<file path="src/rtl/uart_rx_param.sv">
// -----------------------------------------------------------------------------
// uart_rx_param
// Parametrised oversampling UART receiver. It runs entirely on the
// OVERSAMPLE x baud clock and accepts frames made of one start bit, DATA_BITS
// data bits (LSB first), an optional parity bit and STOP_BITS stop bits.
// The receive path is:
//   2-flop synchroniser -> falling-edge start detect -> 3-sample majority vote
//   per bit -> shift register -> held output word with valid/ack handshake.
//
// Parameters
//   DATA_BITS   data bits per frame, 5..9
//   OVERSAMPLE  clk16x ticks per bit, even, 8..32
//   PARITY      0 = none, 1 = odd, 2 = even
//   STOP_BITS   1 or 2
//
// Ports
//   clk16x      in   sample clock (OVERSAMPLE x baud), the only clock
//   rst_n       in   synchronous reset, active low
//   rx          in   asynchronous serial line, idle high
//   data_ack    in   consumer takes the held word when high with data_valid
//   data_out    out  received word
//   data_valid  out  data_out and the flags hold a word not yet acknowledged
//   parity_err  out  parity mismatch on the held word (always 0 with PARITY=0)
//   frame_err   out  at least one stop bit of the held word voted 0
//   break_det   out  data, parity and first stop bit all voted 0
//   overrun     out  one-cycle pulse: an unacknowledged word was overwritten
//   busy        out  receiver is inside a frame
// -----------------------------------------------------------------------------
module uart_rx_param #(
  parameter int DATA_BITS  = 8,
  parameter int OVERSAMPLE = 16,
  parameter int PARITY     = 0,
  parameter int STOP_BITS  = 1
) (
  input  logic                 clk16x,
  input  logic                 rst_n,
  input  logic                 rx,
  input  logic                 data_ack,
  output logic [DATA_BITS-1:0] data_out,
  output logic                 data_valid,
  output logic                 parity_err,
  output logic                 frame_err,
  output logic                 break_det,
  output logic                 overrun,
  output logic                 busy
);

  localparam int MID = OVERSAMPLE / 2;
  localparam int TW  = $clog2(OVERSAMPLE);
  localparam int BW  = $clog2(DATA_BITS + 1);

  // Tick positions of the three votes and of the bit wrap.
  localparam logic [TW-1:0] T_EARLY = TW'(MID - 1);
  localparam logic [TW-1:0] T_MID   = TW'(MID);
  localparam logic [TW-1:0] T_VOTE  = TW'(MID + 1);
  localparam logic [TW-1:0] T_LAST  = TW'(OVERSAMPLE - 1);

  localparam logic [BW-1:0] LAST_DATA = BW'(DATA_BITS - 1);
  localparam logic [BW-1:0] LAST_STOP = BW'(STOP_BITS - 1);

  typedef enum logic [2:0] {
    S_IDLE,
    S_START,
    S_DATA,
    S_PARITY,
    S_STOP
  } state_e;

  state_e               state_q;
  logic                 sync1_q;
  logic                 rs_q;
  logic                 rs_d_q;
  logic [TW-1:0]        tick_q;
  logic [BW-1:0]        bit_q;
  logic                 samp_early_q;
  logic                 samp_mid_q;
  logic [DATA_BITS-1:0] shift_q;
  logic                 par_bit_q;
  logic                 stop_bad_q;
  logic                 first_stop_q;

  logic [DATA_BITS-1:0] data_q;
  logic                 valid_q;
  logic                 perr_q;
  logic                 ferr_q;
  logic                 brk_q;
  logic                 ovr_q;
  logic                 busy_q;

  logic vote;
  logic at_vote;
  logic at_wrap;
  logic stop_bad;
  logic first_stop;
  logic par_err_now;
  logic brk_now;
  logic complete;

  // Bit decision and completion-time flag values. The current vote is folded
  // in directly because the word is loaded on the same edge as the last stop
  // vote, before stop_bad_q / first_stop_q could capture it.
  always_comb begin
    // NOTE: every always_comb output gets a default first so no path leaves it
    // unassigned; a missing default would infer a latch.
    par_err_now = 1'b0;

    vote       = (samp_early_q & samp_mid_q) | (samp_early_q & rs_q) | (samp_mid_q & rs_q);
    at_vote    = (tick_q == T_VOTE);
    at_wrap    = (tick_q == T_LAST);
    stop_bad   = stop_bad_q | ~vote;
    first_stop = (bit_q == '0) ? vote : first_stop_q;

    if (PARITY == 1) begin
      // Odd parity: data plus parity bit must hold an odd number of ones.
      par_err_now = ~(^shift_q ^ par_bit_q);
    end else if (PARITY == 2) begin
      par_err_now = ^shift_q ^ par_bit_q;
    end

    brk_now  = (shift_q == '0) && !first_stop && ((PARITY == 0) || !par_bit_q);
    complete = (state_q == S_STOP) && at_vote && (bit_q == LAST_STOP);
  end

  always_ff @(posedge clk16x) begin
    // NOTE: the reset is synchronous, so it is an ordinary branch inside the
    // clocked block rather than an entry in the sensitivity list.
    if (!rst_n) begin
      // NOTE: sequential state is written with <= only, so every register sees
      // the pre-edge value of every other register regardless of statement order.
      state_q      <= S_IDLE;
      sync1_q      <= 1'b1;
      rs_q         <= 1'b1;
      rs_d_q       <= 1'b1;
      tick_q       <= '0;
      bit_q        <= '0;
      samp_early_q <= 1'b1;
      samp_mid_q   <= 1'b1;
      shift_q      <= '0;
      par_bit_q    <= 1'b0;
      stop_bad_q   <= 1'b0;
      first_stop_q <= 1'b1;
      data_q       <= '0;
      valid_q      <= 1'b0;
      perr_q       <= 1'b0;
      ferr_q       <= 1'b0;
      brk_q        <= 1'b0;
      ovr_q        <= 1'b0;
      busy_q       <= 1'b0;
    end else begin
      sync1_q <= rx;
      rs_q    <= sync1_q;
      rs_d_q  <= rs_q;

      if (tick_q == T_EARLY) samp_early_q <= rs_q;
      if (tick_q == T_MID)   samp_mid_q   <= rs_q;

      if (state_q != S_IDLE) begin
        tick_q <= at_wrap ? '0 : tick_q + 1'b1;
      end

      case (state_q)
        S_IDLE: begin
          tick_q     <= '0;
          bit_q      <= '0;
          stop_bad_q <= 1'b0;
          // A falling edge is required, so a line held low after a break
          // never restarts reception by itself.
          if (rs_d_q && !rs_q) begin
            state_q <= S_START;
            busy_q  <= 1'b1;
          end
        end

        S_START: begin
          if (at_vote && vote) begin
            // Start bit did not hold low through mid-bit: treat as a glitch.
            state_q <= S_IDLE;
            busy_q  <= 1'b0;
          end else if (at_wrap) begin
            state_q <= S_DATA;
          end
        end

        S_DATA: begin
          if (at_vote) shift_q <= {vote, shift_q[DATA_BITS-1:1]};
          if (at_wrap) begin
            if (bit_q == LAST_DATA) begin
              bit_q   <= '0;
              state_q <= (PARITY != 0) ? S_PARITY : S_STOP;
            end else begin
              bit_q <= bit_q + 1'b1;
            end
          end
        end

        S_PARITY: begin
          if (at_vote) par_bit_q <= vote;
          if (at_wrap) state_q   <= S_STOP;
        end

        S_STOP: begin
          if (at_vote) begin
            stop_bad_q <= stop_bad;
            if (bit_q == '0) first_stop_q <= vote;
          end
          if (complete) begin
            // Leave on the last vote, not the wrap, so a start edge arriving
            // half a bit later is still seen from IDLE.
            state_q <= S_IDLE;
            tick_q  <= '0;
            bit_q   <= '0;
            busy_q  <= 1'b0;
          end else if (at_wrap) begin
            bit_q <= bit_q + 1'b1;
          end
        end

        default: begin
          state_q <= S_IDLE;
          busy_q  <= 1'b0;
        end
      endcase

      // Output word and handshake. A completion always wins over an ack; an
      // ack only matters when no new word lands on the same edge.
      ovr_q <= 1'b0;
      if (complete) begin
        data_q  <= shift_q;
        perr_q  <= par_err_now;
        ferr_q  <= stop_bad;
        brk_q   <= brk_now;
        valid_q <= 1'b1;
        ovr_q   <= valid_q & ~data_ack;
      end else if (valid_q && data_ack) begin
        valid_q <= 1'b0;
      end
    end
  end

  assign data_out   = data_q;
  assign data_valid = valid_q;
  assign parity_err = perr_q;
  assign frame_err  = ferr_q;
  assign break_det  = brk_q;
  assign overrun    = ovr_q;
  assign busy       = busy_q;

endmodule
</file>
<file path="config.mk">
export PLATFORM = sky130hd
export DESIGN_NAME = uart_rx_param
export DESIGN_NICKNAME = d
export VERILOG_FILES = /design/src/rtl/uart_rx_param.sv
export SDC_FILE = /design/constraint.sdc
export NUM_CORES = 1
export LEC_CHECK = 0
export CORE_ASPECT_RATIO = 1.2
export CORE_UTILIZATION = 59
export DETAILED_ROUTE_END_ITERATION = 6
export PLACE_DENSITY_LB_ADDON = 0.2
export SYNTH_ARGS = -nofsm -noshare
export SYNTH_HDL_FRONTEND = slang
export SYNTH_SLANG_ARGS = --single-unit
</file>
<file path="constraint.sdc">
create_clock -name clk16x -period 3.06 [get_ports clk16x]
set_clock_uncertainty 0.15 [all_clocks]
set_input_delay 0.918 -clock clk16x [delete_from_list [all_inputs] [get_ports clk16x]]
set_output_delay 0.918 -clock clk16x [all_outputs]
set_load 0.005 [all_outputs]
</file>
-- Yosys cells after proc, flatten, opt, wreduce, memory -nomap -nowiden
Index checks and enable logic that the tools add are counted.
- flip-flop bits (word level): 39
- logic and storage cells: 96
- output and inout bits: 14
- bits of input ports: 4
- equal/unequal tests: 18
- reductions and logical operators: 23
- add/sub/neg operators: 2
- mux-type cells: 26
- bitwise logic cells: 10
- operators with widths (cell ; count):
    4-bit two-way mux ; 7
    3-bit two-way mux ; 7
    3-bit one-hot mux with 5 select lines ; 1
    2-bit inequality test (second input constant) ; 7
    4-bit equality test (second input constant) ; 3
    4-bit one-hot mux with 3 select lines ; 1
    4-bit by 1-bit adder with 4-bit output (second input constant) ; 2
    4-bit by 3-bit equality test with 1-bit output (second input constant) ; 2
    8-bit zero test ; 1
    4-bit one-hot mux with 2 select lines ; 1
    2-bit AND reduction ; 4
    1-bit two-way mux ; 7
    3-bit by 2-bit equality test with 1-bit output (second input constant) ; 2
    1-bit logical AND ; 6
    3-bit inequality test (second input constant) ; 2
    6-bit AND reduction ; 1
    3-bit nonzero test ; 2
    1-bit bitwise AND ; 4
    4-bit zero test ; 1
    1-bit one-hot mux with 4 select lines ; 1
    4-bit AND reduction ; 1
    2-bit nonzero test ; 2
    3-bit by 1-bit equality test with 1-bit output (second input constant) ; 1
    3-bit equality test (second input constant) ; 1
    other kinds (7) ; 12

-- Depth between registers and ports, before layout
Gate-level depths: netlist of run 1.
- depth after elaboration: 7
- mapped depth: 8
- depth with buffers taken out: 7

-- Least setup slack after synthesis of run 1
No wires, ideal clock.
- path type: register to register
- start point: register bit_q[0]
- end point: register bit_q[2]
- required time: 2.778 ns
- path buffers: 0
- slack: 1.331 ns
- setup time: 0.132 ns
- arrival time: 1.446 ns
- cell stages (with the launch flop): 8
- clock period less this slack: 1.729 ns
- path through: dfxtp_1 -> inv_1 -> ha_1 -> or3b_4 -> o21ai_1 -> o21ai_0 -> a22oi_1 -> a21oi_1
- cells in the longest elaborated chain, start to end: 4
- elaborated cells between the ends (all ways): 11
- classes of those cells: add/sub: 1; eq/ne: 2; mux: 5; reduce/logical: 3
- ends and longest elaborated chain (element ; RTL line ; RTL):
    from (decl) ; 74 ; logic [BW-1:0] bit_q;
    from (signal assigned) ; 191 ; bit_q <= bit_q + 1'b1;
    from (signal assigned) ; 214 ; bit_q <= bit_q + 1'b1;
    4-bit by 1-bit adder with 4-bit output, or another cell as far along ; 191, 214 ;
    4-bit two-way mux, or another cell as far along ; 213 ; end else if (at_wrap) begin
    4-bit two-way mux, or another cell as far along ; 206 ; if (complete) begin
    4-bit one-hot mux with 3 select lines or 3-bit AND reduction (tied branches) ; n/a ;
Parallel ways exist; a longest one is shown, timed or not. The select of a mux whose other input is x is not followed.
A chain may end at the register's enable or synchronous reset.

-- Worst setup path after layout of run 1
- start point: register data_q[4], in the netlist data_out[4]
- end point: output data_out[4]
- RTL lines (element ; RTL line ; RTL):
    from (decl) ; 82 ; logic [DATA_BITS-1:0] data_q;
    from (signal assigned) ; 228 ; data_q <= shift_q;
    to (decl) ; 39 ; output logic [DATA_BITS-1:0] data_out,
No word-level cell between the ends.

==> key figures, run 1 <==
STA
  – Final setup viols: 0
  – Final Hold Vio Count: 0
  – Final period util: 0.742
  – Fmax: 0.441 GHz
  – Slew Viols, Final: 0
  – Rel. slew slack: 0.545
  – Worst slew pin tran: between 600 and 700 ps
  – Tmin final: 2270 ps
  – RSZ-0062 raised after global routing: false
  – TNS Setup: 0 ps

Yosys
  – Register bit count reported by yosys: 38
  – Number of flops mapped to enable cells by yosys: 0
  – Syn Area/Cell: ~8.5 sq um
  – Post-Syn Area: approximately 1700 sq um
  – Ys Warns: 0
  – Mapped Cells: 202
  – Seq/Total Area, Yosys: 0.442
  – Netlist cell types: 46
  – Synth Flop Type: dfxtp_1
  – Syn Nets: 211
  – Synth async-reset ratio: 0

Setup path
  – Startpoint Class: register
  – Slowest Stage Delay on Critical Path: 500 ps
  – WP data required: 1990 ps
  – Worst path top cell family by delay: buffers and inverters
  – Setup CP Type: register to primary output
  – Cell depth of the worst setup path: 1
  – Crit. End Element: primary output
  – Slowest cell on crit path: clkdlybuf4s50_1
  – R2R cell count: 6
  – CP Buf/Inv Count: 1
  – CP cell instances: clkdlybuf4s50_1
  – CP max FO: 2
  – Critical Path AT: 1200 ps

Job
  – MaxCap Viol Count: 0

CTS
  – Num CTS Buffers: 5
  – Clock Latency Late Sink: 340 ps
  – CTS clock-pin slew for the worst setup and hold paths: 120 ps
  – Post-CTS setup buffer count: 0
  – Post-CTS Resized: 0
  – CTS tree: done
  – Clock Tree Buf Depth: 2
  – H-tree depth: 2
  – CTS hold repair buffers: 0
  – Sink Count: 38
  – Clock Tree Root: clkbuf_4

Layout
  – Fill cells: 230
  – Most frequent cells in the layout: dfxtp_1 (38), nand2_1 (35), nor2_1 (22), a21oi_1 (22), clkdlybuf4s50_1 (16)
  – Area grow syn2layout: 13.9%
  – Area of the multi-input gates: 895 sq um
  – Ratio of cells with drive above 1 in the final layout: 0.0913
  – Most common cell after layout, fill and taps aside: dfxtp_1
  – FF/Latch Area: roughly 760 sq um
  – Diodes inserted: 0
  – Fin nets: around 230
  – Fin area: 1960 sq um

Status
  – Status: finished, final reports clean

Global route
  – First-pass GRT wire length: 5.63 mm
  – Largest net degree at the start of global routing: 18
  – Total global-route track usage: 0.244
  – Global route total overflow: 0
  – Vias in the first global route: between 1000 and 1500
  – Antenna violations before repair: 0

Min path
  – Hold Path Depth: 1
  – Worst Hold Class: register to register

Pwr
  – Worst ir drop on vdd: 0.329 mV
  – Cell Pwr Density: 413 nW/um^2
  – LEAKAGE: 0.734 nW

Die
  – Site Rows: 21
  – Core area: 2790 sq um
  – Initial Util: 0.619
  – Die width: 51.3 um
  – Area of the die: 3140 sq um
  – Io pins: 18
  – Height of the die: 61.2 um

Route
  – Drt first pass iters: 4
  – Avg WL per Cell: between 10 and 15 um
  – Final WL: about 3.3 mm
  – Detailed-route DRC error count: 0
  – Antenna viol nets, final: 0
  – DR vias: between 1000 and 1500
  – Vias/cell: around 5.6
  – Initial DRC count: 50

Place
  – Routability cong.: 0.828
  – Post-DP HPWL: approximately 2.4 mm
  – Placed inst area: around 1900 sq um
  – I/O Buffers: 16
path summary, 6_finish.rpt:
check | to | from | slack, ps
max reg2reg | frame_err | tick_q[0] | 970
min reg2reg | rs_q | sync1_q | 280
max | data_out[4] | data_out[4] | 790
min | rs_q | sync1_q | 280
power by group:
group	internal [mW]	switching, mW	leakage, nW
Sequential	0.498	0.00438	0.307
Combinational	0.0153	0.0178	0.392
Clock	0.110	0.166	0.0343
cells in the mapped netlist (3+ instances only):
master	instances	share of area
nand3_1	7	0.020
nor2_1	22	0.048
ha_1	5	0.036
dfxtp_1	38	0.44
nor3_1	4	0.012
nand2b_1	4	0.015
inv_1	6	0.013
clkbuf_1	5	0.011
buf_2	3	0.0087
a21oi_1	22	0.064
nand2_1	35	0.076
mux2i_1	9	0.052
o211ai_1	3	0.013
logic make-up after synthesis:
family / after synthesis / share of synthesized area
fa+ha+maj: 6 / 0.0421
simple gates: 91 / 0.272
mux: 9 / 0.0523
buf+inv: 16 / 0.0392
xor+xnor: 1 / 0.00508
other cells: 1 / 0.00218
flops: 38 / 0.442
compound gates: 40 / 0.146
metal layers:
layer / part of all wire / vias to the layer above / global-route usage
met3: 0.047 / 7 / 0.0815
met4: 0.016 / 0 / 0.127
met2: 0.50 / 34 / 0.427
li1: - / 727 / -
met5: 0 / - / 0
met1: 0.43 / 661 / 0.264
state kept, by name (all words and copies together) (netlist names), 3 cells and up:
signal and cells:
data_out 8, shift_q 8, bit_q 4, tick_q 4, state_q 3
cell type report:
| cell class | instances | share of cell area |
|---|---|---|
| clock buffer | 6 | 0.0261 |
| clock inverter | 2 | 0.00637 |
| inverter | 7 | 0.0134 |
| multi-input combinational | 148 | 0.456 |
| sequential | 38 | 0.388 |
| tap | 34 | 0.0217 |
| timing repair buffer | 18 | 0.0892 |
through the flow:
stage               power (mW)  hold slack (ps)  setup WS, ps   util  instances
floorplan                0.535              236          1330      -        202
global placement         0.545              239           614  0.682        245
detailed placement       0.547              251           574  0.682        245
CTS                      0.816              279           775  0.705        253
global route             0.848              298           729  0.705        253
finish                   0.812              276           790  0.705        253
Note: power is estimated with default switching activity, not from simulation.
==> run 2: changes to the inputs <==
--- a/config.mk
+++ b/config.mk
@@ -6,7 +6,7 @@
 export NUM_CORES = 1
 export LEC_CHECK = 0
 export CORE_ASPECT_RATIO = 1.2
-export CORE_UTILIZATION = 59
+export CORE_UTILIZATION = 55
 export DETAILED_ROUTE_END_ITERATION = 6
 export PLACE_DENSITY_LB_ADDON = 0.2
 export SYNTH_ARGS = -nofsm -noshare
==> constraint.sdc (replaced) <==
create_clock -name clk16x -period 2.2 [get_ports clk16x]
set_clock_uncertainty 0.15 [all_clocks]
set_input_delay 0.66 -clock clk16x [delete_from_list [all_inputs] [get_ports clk16x]]
set_output_delay 0.66 -clock clk16x [all_outputs]
set_load 0.005 [all_outputs]
==> key figures, run 2 (synthesized netlist as in run 1, its figures left out) <==
Status
  – Status: finished, final reports clean

Min path
  – Worst Hold Class: register to register
  – Hold Crit Endpoint: rs_q
  – Hold Startpoint: sync1_q
  – Hold Path Depth: 1

Setup path
  – CP max FO: 2
  – Slowest cell on crit path: clkdlybuf4s50_1
  – CP Buf/Inv Count: 1
  – RR Startpoint: bit_q[0]
  – Setup CP Type: register to primary output
  – Worst R2R End: bit_q[2]
  – Register-to-register setup slack: 240 ps
  – Worst path top cell family by delay: buffers and inverters
  – Critical Path AT: 1220 ps
  – R2R cell count: 7
  – Slowest Stage Delay on Critical Path: between 500 and 600 ps
  – Crit. End Element: primary output
  – Startpoint Class: register
  – WP data required: 1390 ps
  – CP cell instances: clkdlybuf4s50_1

STA
  – Final setup viols: 0
  – Worst slew pin tran: 712 ps
  – Tmin final: 2030 ps
  – Rel. slew slack: 0.521
  – Final Hold Vio Count: 0
  – Setup ws final: roughly 170 ps
  – Slew Viols, Final: 0
  – RSZ-0062 raised after global routing: false
  – Fmax: 0.493 GHz
  – TNS Setup: 0 ps
  – Final period util: 0.922

Layout
  – Area of the multi-input gates: 895 sq um
  – Cell Count, Final, Fillers Out: 253
  – Area grow syn2layout: 13.4%
  – Fin nets: 228
  – FF/Latch Area: between 700 and 800 sq um
  – Fill cells: 259
  – Diodes inserted: 0
  – Most frequent cells in the layout: dfxtp_1 (38), nand2_1 (35), nor2_1 (22), a21oi_1 (22), clkdlybuf4s50_1 (16)
  – Most common cell after layout, fill and taps aside: dfxtp_1
  – Ratio of cells with drive above 1 in the final layout: 0.0913

CTS
  – CTS hold repair buffers: 0
  – H-tree depth: 2
  – Clock Latency Late Sink: 340 ps
  – Sink Count: 38
  – Post-CTS Resized: 0
  – CTS clock-pin slew for the worst setup and hold paths: 110 ps
  – Num CTS Buffers: 5
  – CTS tree: done
  – Post-CTS setup buffer count: 0
  – Clock Tree Root: clkbuf_4
  – Clock Tree Buf Depth: 2

Die
  – Site Rows: 21
  – Height of the die: 63.3 um
  – Io pins: 18
  – Core area: ~2900 sq um
  – Initial Util: 0.596
  – Area of the die: 3360 sq um
  – Die width: 53.1 um

Job
  – MaxCap Viol Count: 0

Route
  – Detailed-route DRC error count: 0
  – Drt first pass iters: 4
  – Antenna viol nets, final: 0
  – Initial DRC count: 42
  – DR vias: between 1000 and 1500
  – Final WL: 3.27 mm
  – Avg WL per Cell: roughly 13 um
  – Vias/cell: 5.58

Global route
  – Vias in the first global route: about 1300
  – Total global-route track usage: 0.227
  – First-pass GRT wire length: 5.66 mm
  – Largest net degree at the start of global routing: 28
  – Antenna violations before repair: 0
  – Global route total overflow: 0

Place
  – Setup WS pre-CTS: 279 ps
  – Placed Cells: roughly 250
  – I/O Buffers: 16
  – Routability cong.: roughly 0.84
  – Post-DP HPWL: ~2.4 mm

Pwr
  – Cell Pwr Density: about 550 nW/um^2
  – LEAKAGE: around 0.74 nW
  – Worst ir drop on vdd: 0.409 mV
## run 2: cell types whose count changed in the layout (fill, tap and decap cells not counted), sizes merged
cell / delta
clkbuf: -1
clkinvlp: -1
clkinv: +1
buf: +1
## run 2: final cells by class
| cell class | instances | share of cell area |
|---|---|---|
| Clock buffer | 5 | 0.0192 |
| Clock inverter | 2 | 0.00512 |
| Sequential cell | 38 | 0.389 |
| Timing Repair Buffer | 19 | 0.0935 |
| Multi-Input combinational cell | 148 | 0.458 |
| Tap cell | 34 | 0.0218 |
| Inverter | 7 | 0.0134 |
## run 2: power breakdown
group | internal (mW) | switching [mW] | total (mW) | leakage (nW)
Combinational | 0.0214 | 0.0250 | 0.0464 | 0.398
Clock | 0.115 | 0.219 | 0.334 | 0.0308
Sequential | 0.693 | 0.00599 | 0.699 | 0.307
Total | 0.829 | 0.250 | 1.08 | 0.736
## run 2: how the worst max path moves through the flow
stage	start	end	slack, ps	cells after the start
detailed placement	bit_q[0]	bit_q[2]	280	7
floorplan	bit_q[0]	bit_q[2]	470	7
global route	bit_q[0]	bit_q[2]	60	7
global placement	rst_n	bit_q[0]	330	4
CTS	frame_err	frame_err	150	1
finish	frame_err	frame_err	170	1
## run 2: worst register-to-register path: stages (launching register included)
cell and delay, ps:
dfxtp_1 370, inv_1 80, ha_1 140, or3b_4 410
o21ai_1 220, o21ai_0 170, a22oi_1 210, a21oi_1 90
## run 2: layer usage
layer | global-route usage | share of wire | vias to the layer above
li1 | - | - | 723
met1 | 0.285 | 0.45 | 637
met2 | 0.335 | 0.47 | 44
met3 | 0.0773 | 0.060 | 8
met4 | 0.118 | 0.021 | 0
met5 | 0 | 0 | -
## run 2: per-stage QoR
stage	hold slack [ps]	util	power [mW]	instance area, sq um
final	282	0.676	1.08	1950
after floorplan	236	-	0.744	1720
after global placement	242	0.660	0.759	1910
after global routing	296	0.676	1.13	1950
after CTS	287	0.676	1.08	1950
after detailed placement	257	0.660	0.761	1910
==> run 3: changes to the inputs <==
--- a/config.mk
+++ b/config.mk
@@ -12,3 +12,4 @@
 export SYNTH_ARGS = -nofsm -noshare
 export SYNTH_HDL_FRONTEND = slang
 export SYNTH_SLANG_ARGS = --single-unit
+export TNS_END_PERCENT = 50
==> results of run 3 <==
Final layout, timing and power as in run 2 (identical DEF).
